$ cat src/rtl/step_counter.sv
// Registered up/down counter with programmable step, modulus and wrap/saturate
// behaviour, plus a one-cycle terminal-count pulse and a sticky overflow flag.
module step_counter #(
  parameter int WIDTH  = 8,
  parameter int MOD    = 256,
  parameter int STEP_W = 4
) (
  input  logic              clk,
  input  logic              reset,
  input  logic              en,
  input  logic              dir,
  input  logic              sat,
  input  logic [STEP_W-1:0] step,
  input  logic              load,
  input  logic [WIDTH-1:0]  load_val,
  input  logic              clr_ovf,
  output logic [WIDTH-1:0]  count,
  output logic              tc,
  output logic              ovf
);

  // One extra bit so MOD == 2**WIDTH and count+step are both representable.
  localparam logic [WIDTH:0] MOD_X = (WIDTH+1)'(MOD);
  localparam logic [WIDTH:0] MAX_X = MOD_X - 1'b1;

  logic [WIDTH-1:0] count_q, count_d;
  logic             tc_q, tc_d;
  logic             ovf_q, ovf_d;

  logic [WIDTH:0]   count_x;
  logic [WIDTH:0]   step_x;
  logic [WIDTH:0]   load_x;
  logic [WIDTH:0]   sum_x;
  logic [WIDTH:0]   wrap_dn_x;
  logic [WIDTH:0]   next_x;
  logic             event_w;

  always_comb begin
    count_x   = {1'b0, count_q};
    step_x    = (WIDTH+1)'(step);
    load_x    = {1'b0, load_val};
    sum_x     = count_x + step_x;
    wrap_dn_x = count_x + MOD_X - step_x;
    next_x    = count_x;
    event_w   = 1'b0;

    if (!dir) begin
      if (sum_x > MAX_X) begin
        event_w = 1'b1;
        next_x  = sat ? MAX_X : (sum_x - MOD_X);
      end else begin
        next_x  = sum_x;
      end
    end else begin
      if (step_x > count_x) begin
        event_w = 1'b1;
        next_x  = sat ? '0 : wrap_dn_x;
      end else begin
        next_x  = count_x - step_x;
      end
    end
  end

  always_comb begin
    count_d = count_q;
    tc_d    = 1'b0;
    ovf_d   = clr_ovf ? 1'b0 : ovf_q;

    if (load) begin
      count_d = (load_x > MAX_X) ? WIDTH'(MAX_X) : load_val;
    end else if (en && (step != '0)) begin
      count_d = WIDTH'(next_x);
      if (event_w) begin
        tc_d  = 1'b1;
        ovf_d = 1'b1;  // a simultaneous clear loses to a new event
      end
    end
  end

  always_ff @(posedge clk) begin
    if (reset) begin
      count_q <= '0;
      tc_q    <= 1'b0;
      ovf_q   <= 1'b0;
    end else begin
      count_q <= count_d;
      tc_q    <= tc_d;
      ovf_q   <= ovf_d;
    end
  end

  assign count = count_q;
  assign tc    = tc_q;
  assign ovf   = ovf_q;

endmodule

$ cat config.mk
export PLATFORM = sky130hd
export DESIGN_NAME = step_counter
export DESIGN_NICKNAME = d
export VERILOG_FILES = /design/src/rtl/step_counter.sv
export SDC_FILE = /design/constraint.sdc
export NUM_CORES = 1
export LEC_CHECK = 0
export ABC_AREA = 1
export CAP_MARGIN = 25
export CORE_MARGIN = 2
export CORE_UTILIZATION = 50
export DETAILED_ROUTE_END_ITERATION = 12
export DONT_BUFFER_PORTS = 1
export PLACE_DENSITY_LB_ADDON = 0.2
export REMOVE_ABC_BUFFERS = 1
export SLEW_MARGIN = 5
export SYNTH_ARGS = -nofsm -noshare
export SYNTH_HDL_FRONTEND = slang
export SYNTH_SLANG_ARGS = --single-unit
$ cat constraint.sdc
create_clock -name clk -period 5.2 [get_ports clk]
set_input_delay 0.52 -clock clk [delete_from_list [all_inputs] [get_ports clk]]
set_output_delay 0.52 -clock clk [all_outputs]
set_load 0.1 [all_outputs]
# == Word level (Yosys, flattened, before mapping) ==
# Cells that the tools add are included.
# W data, S select, Z words.
# totals
elab_cells,32
ff_bits,10
output_inout_bits,10
# classes
add_sub_neg,5
order_cmp,3
mux,16
bitwise,1
n_reduce_logical,4
# ops
cell,count
$mux W8,8
$sub A8 B4 Y8,2
$add A8 B4 Y9,1
$gt A9 B8 Y1 const B,1
$add A8 B1 Y8 const B,1
$gt A4 B8 Y1,1
$gt A8 B8 Y1 const B,1
$mux W1,8
$sub A8 B1 Y8 const B,1
$reduce_bool A4 Y1,1
$reduce_or A3 Y1,1
$reduce_bool A2 Y1,1
$logic_and A1 B1 Y1,1
$not A1 Y1,1

# == Longest topological paths before layout ==
# Gate-level depths: netlist of the first run.
# depth
ltp_word,7
mapped_depth,14
ltp_nobuf,13

# == Least setup slack after synthesis of the first run ==
# Ideal clock, no wire load.
# synth_timing
path_type,register -> register
from,register count_q[0] (netlist: count[0])
to,register count_q[7] (netlist: count[7])
path_stages_with_launch,13
path_buffers,0
setup_slack_ps,2733
t_required_ps,5133
period_less_slack_ps,2467
t_arrival_ps,2400
path_cell_list,dfxtp_1 > inv_1 > ha_1 > fa_1 > nor2_1 > nor2_1 > nand3_1 > nand2_2 > inv_2 > nand3_1 > nand3_1 > nand2_1 > a21oi_2
# synth_between
elab_chain_cells,7
word_cells_on_any_way,14
cone_classes,add/sub (5); order compare (2); mux (7)
# synth_rtl
item,line,rtl
"start, declared",26,"logic [WIDTH-1:0] count_q, count_d;"
"start signal, assigned",86,count_q <= count_d;
$add A8 B4 Y9 or $add A8 B1 Y8 (tied branches),"42, 43",
$sub A8 B1 Y8 or $sub A8 B4 Y8 (tied branches),"50, 43",
$mux W8 (on tied branches),"50, 57",
$mux W8 (on tied branches),"48, 55",
$mux W8 (*),47,if (!dir) begin
$mux W8 (*),71,end else if (en && (step != '0)) begin
$mux W8 (*),69,if (load) begin
# Every way passes the cells marked *; elsewhere a longest branch is shown, timed or not. The select of a mux whose other input is x is not followed.
# A chain may end at the register's enable or synchronous reset.

# == Final worst setup path of the first run ==
# Ends and elaborated chain as after synthesis.

==> results of run 1 <==
-- path summary, 6_finish.rpt --
check | startpoint | end | slack, ns | cells after the start
setup / recovery | count[0]$_SDFFE_PP0P_ | count[7]$_SDFFE_PP0P_ | 2.49 | 12
hold / removal | reset | count[5]$_SDFFE_PP0P_ | 0.29 | 1
setup reg to reg | count[0]$_SDFFE_PP0P_ | count[7]$_SDFFE_PP0P_ | 2.49 | 12
hold reg to reg | count[4]$_SDFFE_PP0P_ | count[4]$_SDFFE_PP0P_ | 0.76 | 3
-- per-stage QoR --
step                hold WS [ns]   util  std cells
floorplan                  0.582      -        172
global placement           0.585  0.523        204
detailed placement         0.588  0.537        206
CTS                        0.307  0.548        209
global route               0.308  0.548        209
finish                     0.294  0.548        209
-- power groups by stage --
stage / Combinational (mW) / Sequential [mW] / Clock [mW]
floorplan: 0.0809 / 0.139 / 0
global placement: 0.128 / 0.118 / 0
detailed placement: 0.139 / 0.114 / 0
CTS: 0.140 / 0.112 / 0.0537
global route: 0.157 / 0.113 / 0.0554
finish: 0.142 / 0.112 / 0.0555
-- per-layer routing --
metal / routed length [µm] / part of all wire / track usage / vias to the layer above
li1: - / - / - / 601
met1: 1350 / 0.44 / 0.351 / 545
met2: 1360 / 0.45 / 0.398 / 54
met3: 254 / 0.083 / 0.0380 / 13
met4: 88 / 0.029 / 0.114 / 0
met5: 0 / 0 / 0 / -
-- sequential cells by signal, indices dropped and copies added (netlist names) --
signal,flops
count,8
ovf,1
tc,1
-- cell families (layout without fill, tap and decap cells) --
logic type | count (synthesis) | after routing | synth area share
AOI/OAI and AO/OA | 27 | 27 | 0.146
xor gates and xnor gates | 3 | 3 | 0.0234
adders and majority gates | 10 | 10 | 0.125
buffers and inverters | 25 | 28 | 0.109
DFF | 10 | 10 | 0.179
and+or+nand+nor | 103 | 103 | 0.417
-- final cells by class --
cell class	count	area [µm²]
clock buffers	3	22.5
multi-input cells	143	798
repair buffers	6	61.3
flip-flops and latches	10	200
inverters	19	71.3
fillers	231	981
well taps	28	35.0
-- layout by cell type, fill, tap and decap left out, types with 2 or more instances in the layout --
cell      synthesis  final
nand3_1          21     21
inv_1            12     12
xor2_1            3      3
clkbuf_4          0      3
nand4_1           3      3
fa_1              2      2
o21ai_0           4      4
o21ai_1           2      2
o211ai_1          2      2
buf_4             0      4
a21oi_2           3      3
nand2_2           2      2
ha_1              8      8
nor2_1           23     23
nand3b_1          2      2
dfxtp_1          10     10
inv_2             6      6
nand2_1          47     47
a21oi_1          12     12
-- synth_stat cells, types with 3 or more instances --
library cell and n:
a21oi_1 12, o21ai_0 4, nor2_1 23, ha_1 8
a21oi_2 3, inv_2 6, nand3_1 21, inv_1 12
dfxtp_1 10, xor2_1 3, nand4_1 3, buf_2 3
nand2_1 47
==> out/results.txt, run 1 <==
Setup repair after global routing left no endpoint under its margin. The most used flip-flop cell after synthesis is dfxtp_1. Combinational power share: 0.458. The top-area cell type share of the netlist area was 0.179.

The vertical extent of the die came out at 51.4 µm. The worst setup path is captured at a flip-flop. The switching share of total power is 0.500, and the number of resized instances in the post-cts repair step is 0. The first global-routing pass estimated 5.03 mm of wire. The number of buffers inserted during clock tree synthesis is 3, and the all-layer global routing usage is 0.256.

The finished cells cover 0.00119 mm². The post-CTS setup repair buffer count is 0. The tools report the post-synthesis instance area as 0.00112 mm². The area of placed instances is 0.00117 mm².

In this run the static leakage power is 0.575 nW. For the maximum clock path buffer count, the log shows 2. The final wirelength is 3.05 mm. The total count of max-transition violations in the final report is 0. The total design power was 0.309 mW; the layout net count was 212.

The proportion of synthesized chip area in sequential cells is 0.179. The biggest area contributor in the post-synthesis netlist is dfxtp_1. The flow ran to the end, and the final reports show no timing, DRC or antenna violations. In this design, the critical path's most frequently occurring cell is nand3_1. The synthesized area per cell was 6.30 µm²; the highest fanout seen on the critical path was 4. Dividing total power by cell area gives a power density of 260 mW/mm². In this run the horizontal extent of the chip is 51.4 µm. The power share of the clock group came out at 0.179. Highest attainable clock frequency: 0.369 GHz.

TritonCTS built the clock tree. In the routed layout, each cell is associated on average with a via count of 5.80. After the first detailed-routing iteration, the DRC count stood at 30. The kind of critical path was flip-flop to flip-flop. In this run, synthesis inferred 0 flip-flops with an integrated enable.

The unique cell type count in the Yosys netlist is 30, and the area of the core is 0.00217 mm². The maximum number of pins on one net before global-route repair is 13, and the largest vdd supply drop is 181 µV. The run gives 0 as the max-cap violation count.

The area of the die was 0.00264 mm². The tightest min-delay check is of the input pin to flip-flop type. The congestion estimate from routability-driven global placement came to 0.931.

The run gives 29 as the number of top-level design ports. The tools report the overflow left after global routing as 0. The tree is rooted in a clkbuf_4. Smallest setup slack after layout: 2.49 ns. The number of storage elements in the synthesis netlist was 10; the ratio of final minimum period to clock period was 0.521. The library cell contributing the largest single delay on the critical path was dfxtp_1. The total buffers and inverters traversed by the critical path was 2. The switching power of the nets came out at 0.155 mW. The signal on the critical path passes through inv_1 -> ha_1 -> fa_1 -> nor2_1 -> nor2_1 -> nand3_1 -> nand2_2 -> inv_2 -> nand3_1 -> nand3_1 -> nand2_1 -> a21oi_2.

The logs give 0 for the initial antenna violation count and 0.28 ns for the clock network latency to the later pin of the worst-skew pair. The wire-length estimate of the detail-placed layout is 2.44 mm. In the routed design, unresolved DRC markers number 0.

The CTS H-tree depth was 1; the number of search-and-repair iterations in the first detailed-routing pass was 5. The number of warnings issued by yosys was 0. In this run, post-CTS hold repair placed 0 buffers. Prior to clock tree synthesis, the placed netlist has a worst setup slack of 2.53 ns. The number of input and output port buffers inserted was 0; the required time of the worst setup path was 5.42 ns.

The top cell family by delay on the critical path was flip-flops. Compared with the post-synthesis result, the final layout area differs by 6.03%. On the final layout, the worst clock skew is 0.00873 ns. The total inserted antenna cells was 0. Clock-pin slew was measured on the worst setup and hold paths at 0.07 ns. The cell count after synthesis came out at 178.

The internal power of the cells totals 0.155 mW. In this design, the stage delay of the slowest critical-path cell is 1.01 ns. The number of global-route vias before repair was 1,107.

The post-synthesis async set-or-reset flop share was 0; the residual antenna-violating net count after detailed routing was 0. Sort of element at the start of the critical path: a flip-flop. The clock drives 10 sinks. Setup total negative slack on the finished layout was measured at 0 ns.

In the final routed layout, each cell accounts on average for 14.6 µm. The initial core utilization is 0.517, and the total setup violations reported at the end of the flow is 0. For the worst setup path, the data arrival time is 2.93 ns. The routed layout has 1,213 vias. The register share of total power came out at 0.362. The hold violation count in the final report is 0.

The number of rows created at floorplan is 17, and the final critical-path required period is 2.71 ns. For the pin with the worst max-slew slack, the measured transition is 1.09 ns. The tools report the normalized max-slew margin as 0.269. By area the synthesized netlist is led by dfxtp_1 (18%), nand2_1 (16%), nand3_1 (9.4%). The fraction of final layout cells sized beyond drive strength 1 is 0.127.
(Power assumes the default switching activity.)
==> inputs of run 2 (changes only) <==
clock period = 2.65 ns   (was 5.2 ns; I/O delays follow)
==> run 2 against run 1 <==
Compared with the run above: fmax grew 36%; wire length grew 0.13%; critical path depth is the same; sequential power grew 67%; highest routed layer unchanged.
==> out/results.txt, run 2 (synthesized netlist as in run 1, its figures left out) <==
The flow ran to the end, and the final reports show no timing, DRC or antenna violations. The layout net count is 214 (was 212), and the floorplan die width is 51.4 µm (unchanged). The final wirelength was 3.05 mm (about the same). The number of top-level design ports was 29 (unchanged); the clock network latency to the later pin of the worst-skew pair was 0.27 ns (was 0.28 ns).

The total inserted antenna cells was 0 (unchanged). The tools report the number of rows created at floorplan as 17 (unchanged). The fraction of final layout cells sized beyond drive strength 1 is 0.142 (was 0.127), and the post-CTS setup repair buffer count is 0 (unchanged). The hold path depth came out at 1 (unchanged). The weighted congestion at the end of routability-driven global placement was 0.891 (was 0.931); the number of resized instances in the post-cts repair step was 0 (unchanged).

The power density normalized to cell area was 511 mW/mm² (was 260 mW/mm²). The clock input transition at the sequential cells of the worst setup and hold paths is 0.06 ns (was 0.07 ns), and the number of standard cells in the layout, taps in and fillers out is 211 (was 209). The final-layout fill cell count is 238 (was 231). The tools report the hold violation count in the final report as 0 (unchanged). Sort of element at the start of the critical path: a flip-flop (unchanged). The tools report the largest vdd supply drop as 335 µV (was 181 µV).

The run gives 0 (unchanged) as the residual antenna-violating net count after detailed routing. The highest fanout seen on the critical path works out to 4 (unchanged). The run gives 0 (unchanged) as the total setup violations reported at the end of the flow. The tools report the final hold slack as 0.0448 ns (was 0.294 ns).

The number of input and output port buffers inserted works out to 0 (unchanged). Max-cap violation count: 0 (unchanged). The maximum clock path buffer count was 2 (unchanged); the vertical extent of the die was 51.4 µm (unchanged). The tools report the area of the die as 0.00264 mm² (unchanged). The ratio of final minimum period to clock period is 0.753 (was 0.521). The logs give 0.501 GHz (was 0.369 GHz) for the highest attainable clock frequency and 0.547 (was 0.548) for the post-route core utilization. The cell depth of the worst flop-to-flop path is 12 (unchanged), and the total count of max-transition violations in the final report is 0 (unchanged).

The area of placed instances is 0.00116 mm² (was 0.00117 mm²). The tools report the initial antenna violation count as 0 (unchanged). The DRC marker count from the first detailed-route iteration is 75 (was 30). The final critical-path required period is 2.00 ns (was 2.71 ns). TritonCTS built the clock tree. The tools report the setup TNS as 0 ns (unchanged). Commonest non-fill, non-tap cell in the layout: nand2_1 (unchanged). The area growth from synthesis to layout is 5.92% (was 6.03%).

The initial core utilization was 0.517 (unchanged); the actual slew at the worst max-slew pin was 0.965 ns (was 1.09 ns). The hold buffer count at CTS came out at 0 (unchanged). Commonest non-fill, non-tap cells in the layout: nand2_1 (47), nor2_1 (23), nand3_1 (21), inv_1 (12), a21oi_1 (12) (unchanged).

The number of remaining DRC errors was 0 (unchanged). Kind of critical path: flip-flop to flip-flop (unchanged). Kind of path behind the tightest hold check: input pin to flip-flop (unchanged). For the via count of the routed design, the log shows 1,219 (was 1,213).

For the CTS H-tree depth, the log shows 1 (unchanged). The total placed cells including tap cells is 208 (was 206), and the area of the core is 0.00217 mm² (unchanged). Number of flip-flops under the largest register name: 8 (unchanged). The HPWL reported at the end of detailed placement is 2.43 mm (was 2.44 mm). The logs give 200 µm² (unchanged) for the register area and 0.252 (was 0.256) for the all-layer global routing usage.

The maximum number of pins on one net before global-route repair is 13 (unchanged), and the detailed-route vias per instance is 5.78 (was 5.80). The number of global-route vias before repair is 1,162 (was 1,107). The tools report the clock root buffer as clkbuf_4 (unchanged). The run gives 5.05 mm (was 5.03 mm) as the first-pass GRT wire length. For the number of search-and-repair iterations in the first detailed-routing pass, the log shows 4 (was 5). Type of element capturing the critical path: a flip-flop (unchanged). The run gives 2.86 ns (was 5.42 ns) as the required time of the worst setup path. The static leakage power was 0.582 nW (was 0.575 nW). The average wire per standard cell came out at 14.5 µm (was 14.6 µm). The data arrival time at the worst-slack endpoint was 2.20 ns (was 2.93 ns); the number of buffers inserted during clock tree synthesis was 3 (unchanged). Setup repair after global routing left no endpoint under its margin. The tools report the overflow left after global routing as 0 (unchanged).

The normalized max-slew margin was 0.356 (was 0.269); the clock skew was 0.000347 ns (was 0.00873 ns). The logs give 0.00119 mm² (about the same) for the post-route cell area and 10 (unchanged) for the TritonCTS sink count. The multi-input combinational cell area came out at 798 µm² (unchanged).
[run 2: worst max-delay path: stages (launching register included)]
cell     delay [ns]
dfxtp_1        0.37
inv_1          0.06
ha_1           0.19
fa_1           0.42
nor2_1         0.16
nor2_1         0.08
nand3_1        0.11
nand2_2        0.09
inv_2          0.09
nand3_1        0.07
nand3_1        0.11
nand2_1        0.06
a21oi_1        0.12
[run 2: cell type report]
type | count | area share
Clock buffer | 3 | 0.0190
Tap cell | 28 | 0.0295
Multi-Input combinational cell | 143 | 0.672
Timing Repair Buffer | 8 | 0.0506
Inverter | 19 | 0.0601
Sequential cell | 10 | 0.169
[run 2: worst paths after layout]
kind                              start               endpoint  slack, ns
setup / recovery  count[0]$_SDFFE_PP0P_  count[3]$_SDFFE_PP0P_       0.65
hold / removal                    reset  count[7]$_SDFFE_PP0P_       0.04
setup reg to reg  count[0]$_SDFFE_PP0P_  count[3]$_SDFFE_PP0P_       0.65
hold reg to reg   count[0]$_SDFFE_PP0P_  count[0]$_SDFFE_PP0P_       0.76
[run 2: metrics by stage]
stage	worst slack (ns)	power [mW]
2_1_floorplan	0.181	0.432
3_3_place_gp	0.771	0.492
3_5_place_dp	0.685	0.495
4_1_cts	0.673	0.599
5_1_grt	0.524	0.642
6_report	0.653	0.607
[run 2: where the power goes]
part	internal (mW)	switching, mW
logic	0.0872	0.225
clock network	0.0527	0.0548
registers	0.163	0.0242
total	0.303	0.304
[run 2: per-layer routing]
| metal | part of all wire | GRT usage | vias up |
|---|---|---|---|
| met5 | 0 | 0 | - |
| met3 | 0.11 | 0.0439 | 5 |
| met1 | 0.45 | 0.353 | 538 |
| li1 | - | - | 602 |
| met2 | 0.43 | 0.390 | 74 |
| met4 | 0.012 | 0.0877 | 0 |
==> inputs of run 3 (changes only) <==
clock period = 2 ns   (was 2.65 ns; I/O delays follow)
==> run 3 against run 2 <==
Compared with the run above: via count shrank 3.0%; setup slack lost 0.52 ns; critical path depth is the same; combinational power increased by 38%; first-iteration DRC count is 40% lower; wire length grew 1.9%; clock power is 31% higher; worst hold slack worse by 0.0060 ns; clock-buffer cell count stayed put; cell count rose by 2.4%; sequential share of layout area decreased by 0.60 points; power grew 34%.
==> out/results.txt, run 3 (synthesized netlist as in run 1, its figures left out) <==
The flow ran to the end, and the final reports show no timing, DRC or antenna violations. Maximum clock path buffer count: 2 (unchanged). The tools report the static leakage power as 0.604 nW (was 0.582 nW). The CTS H-tree depth came out at 1 (unchanged). The worst min-delay path endpoint was ovf$_SDFF_PP0_ (was count[7]$_SDFFE_PP0P_). The number of buffers inserted during clock tree synthesis was 3 (unchanged); the cell depth of the worst flop-to-flop path was 12 (unchanged).

Clock network latency to the later pin of the worst-skew pair: 0.27 ns (about the same). Final wirelength: 3.11 mm (was 3.05 mm). For the number of remaining DRC errors, the log shows 0 (unchanged). The power density normalized to cell area is 656 mW/mm² (was 511 mW/mm²), and the total inserted antenna cells is 0 (unchanged).

The total count of max-transition violations in the final report is 0 (unchanged). The number of input and output port buffers inserted works out to 0 (unchanged). The tools report the source of the worst register-to-register timing path as count[0]$_SDFFE_PP0P_ (unchanged). The initial core utilization came out at 0.517 (unchanged). The beginning of the worst hold path was clr_ovf (was reset). The tools report the post-CTS setup repair buffer count as 0 (unchanged). For the number of top-level design ports, the log shows 29 (unchanged).

The final-layout fill cell count is 233 (was 238), and the switching share of total power is 0.497 (was 0.501). The kind of critical path was flip-flop to flip-flop (unchanged). Type of element capturing the critical path: a flip-flop (unchanged).

The weighted congestion at the end of routability-driven global placement is 0.945 (was 0.891), and the max-cap violation count is 0 (unchanged). The most used cell along the critical path was nand3_1 (unchanged). The area of placed instances came out at 0.00119 mm² (was 0.00116 mm²). The detailed-route vias per instance is 5.48 (was 5.78).

Commonest non-fill, non-tap cells in the layout: nand2_1 (47), nor2_1 (22), nand3_1 (21), inv_1 (12), a21oi_1 (12) (was nand2_1 (47), nor2_1 (23), nand3_1 (21), inv_1 (12), a21oi_1 (12)). The maximum number of pins on one net before global-route repair is 13 (unchanged). The run gives 17 (unchanged) as the number of rows created at floorplan.

The kind of path behind the tightest hold check was input pin to flip-flop (unchanged). The tools report the highest attainable clock frequency as 0.536 GHz (was 0.501 GHz). The reg2reg setup slack came out at 0.13 ns (was 0.65 ns). For the switching power of the nets, the log shows 0.404 mW (was 0.304 mW). The multi-input combinational cell area was 806 µm² (was 798 µm²). The tools report the total placed cells including tap cells as 211 (was 208). The area of the die came out at 0.00264 mm² (unchanged).

The clock input transition at the sequential cells of the worst setup and hold paths is 0.06 ns (about the same), and the DRC marker count from the first detailed-route iteration is 45 (was 75). The actual slew at the worst max-slew pin came out at 0.389 ns (was 0.965 ns). The tools report the first-pass GRT wire length as 5.20 mm (was 5.05 mm). The via count of the routed design came out at 1,183 (was 1,219). The commonest non-fill, non-tap cell in the layout is nand2_1 (unchanged). The fraction of final layout cells sized beyond drive strength 1 was 0.176 (was 0.142). The logs give 10 (unchanged) for the TritonCTS sink count and 0 (unchanged) for the total setup violations reported at the end of the flow. The logs give 0 (unchanged) for the overflow left after global routing and 216 (was 211) for the number of standard cells in the layout, taps in and fillers out. The cell internal power dissipation is 0.409 mW (was 0.303 mW), and the layout net count is 219 (was 214).

The sort of element at the start of the critical path is a flip-flop (unchanged). The final critical-path required period is 1.87 ns (was 2.00 ns). The hold violation count in the final report is 0 (unchanged). Clock root buffer: clkbuf_4 (unchanged).

The highest fanout seen on the critical path works out to 4 (unchanged). The all-layer global routing usage is 0.265 (was 0.252). The logs give 419 µV (was 335 µV) for the largest vdd supply drop and 0.00217 mm² (unchanged) for the area of the core. The number of global-route vias before repair was 1,141 (was 1,162). Library cell contributing the largest single delay on the critical path: fa_2 (was fa_1). The tools report the worst reg2reg path endpoint as count[3]$_SDFFE_PP0P_ (unchanged). The vertical extent of the die is 51.4 µm (unchanged). The tools report the final hold slack as 0.0388 ns (was 0.0448 ns).

The average wire per standard cell was 14.4 µm (was 14.5 µm); the combinational power share was 0.530 (was 0.515). The logs give 2.45 mm (was 2.43 mm) for the HPWL reported at the end of detailed placement and 2.20 ns (was 2.86 ns) for the required time of the worst setup path. Setup repair after global routing left no endpoint under its margin. The post-route cell area was 0.00124 mm² (was 0.00119 mm²); the power share of the clock group was 0.174 (was 0.177). The hold path depth was 1 (unchanged).

The worst stage delay on the critical path is 0.38 ns (was 0.42 ns), and the area growth from synthesis to layout is 10.5% (was 5.92%). Register share of total power: 0.296 (was 0.308). Data arrival time at the worst-slack endpoint: 2.07 ns (was 2.20 ns). The floorplan die width is 51.4 µm (unchanged). The logs give 0 (unchanged) for the residual antenna-violating net count after detailed routing and 0.00115 ns (was 0.000347 ns) for the clock skew. Post-route core utilization: 0.571 (was 0.547).

TritonCTS built the clock tree. Series of cell instances along the critical path: inv_1 -> ha_1 -> fa_2 -> nor2_2 -> nor2_1 -> nand3_1 -> nand2_2 -> inv_2 -> nand3_1 -> nand3_1 -> nand2_1 -> a21oi_1 (was inv_1 -> ha_1 -> fa_1 -> nor2_1 -> nor2_1 -> nand3_1 -> nand2_2 -> inv_2 -> nand3_1 -> nand3_1 -> nand2_1 -> a21oi_1). For the register area, the log shows 201 µm² (was 200 µm²). The ratio of final minimum period to clock period works out to 0.933 (was 0.753).

The normalized max-slew margin was 0.740 (was 0.356). The initial antenna violation count was 0 (unchanged); the number of search-and-repair iterations in the first detailed-routing pass was 4 (unchanged). Number of flip-flops under the largest register name: 8 (unchanged).
[run 3: metal layers]
layer  track usage  up-vias  wire length, µm
met1         0.348      516             1340
met4         0.101        0               55
met5             0        -                0
met2         0.429       55             1450
li1              -      605                -
met3        0.0526        7              267
[run 3: metrics by stage]
stage	setup WS [ns]	power [mW]	setup TNS, ns
global placement	0.196	0.654	0
detailed placement	0.0562	0.659	0
floorplan	-0.469	0.573	-4.06
global route	0.000246	0.861	0
CTS	0.0523	0.802	0
finish	0.133	0.813	0
[run 3: area by class of cell]
type                    instances  area share
clock buffers                   3      0.0182
inverters                      19      0.0576
multi-input cells             143       0.651
flip-flops and latches         10       0.163
well taps                      28      0.0283
repair buffers                 13      0.0828
[run 3: worst max-delay path by stage]
stage | from | endpoint | slack (ns) | cells past startpoint
after CTS | count[0]$_SDFFE_PP0P_ | count[3]$_SDFFE_PP0P_ | 0.05 | 12
after floorplan | count[0]$_SDFFE_PP0P_ | count[7]$_SDFFE_PP0P_ | -0.47 | 12
after global routing | count[3]$_SDFFE_PP0P_ | count[6]$_SDFFE_PP0P_ | 0.0002 | 11
final | count[0]$_SDFFE_PP0P_ | count[3]$_SDFFE_PP0P_ | 0.13 | 12
after global placement | count[0]$_SDFFE_PP0P_ | count[7]$_SDFFE_PP0P_ | 0.20 | 12
after detailed placement | count[0]$_SDFFE_PP0P_ | count[3]$_SDFFE_PP0P_ | 0.06 | 12
[run 3: worst max-delay path: cells and delay by family, from the launching register on]
family          cells  cell delay (ns)
simple gates        7             0.61
fa+ha+maj           2             0.58
flops               1             0.34
compound gates      1             0.14
buf+inv             2             0.13
[run 3: what timing repair did]
item | CTS | global route
hold endpoints to repair | 5 | 1
resized for setup | 0 | 4
hold buffers | 1 | 1
endpoints found under the setup margin | 0 | 6
[run 3: power by group through the flow]
stage / registers, mW / logic (mW) / clock network (mW)
floorplan: 0.362 / 0.210 / 0
global placement: 0.243 / 0.410 / 0
detailed placement: 0.244 / 0.415 / 0
CTS: 0.240 / 0.421 / 0.141
global route: 0.244 / 0.468 / 0.148
finish: 0.240 / 0.431 / 0.142
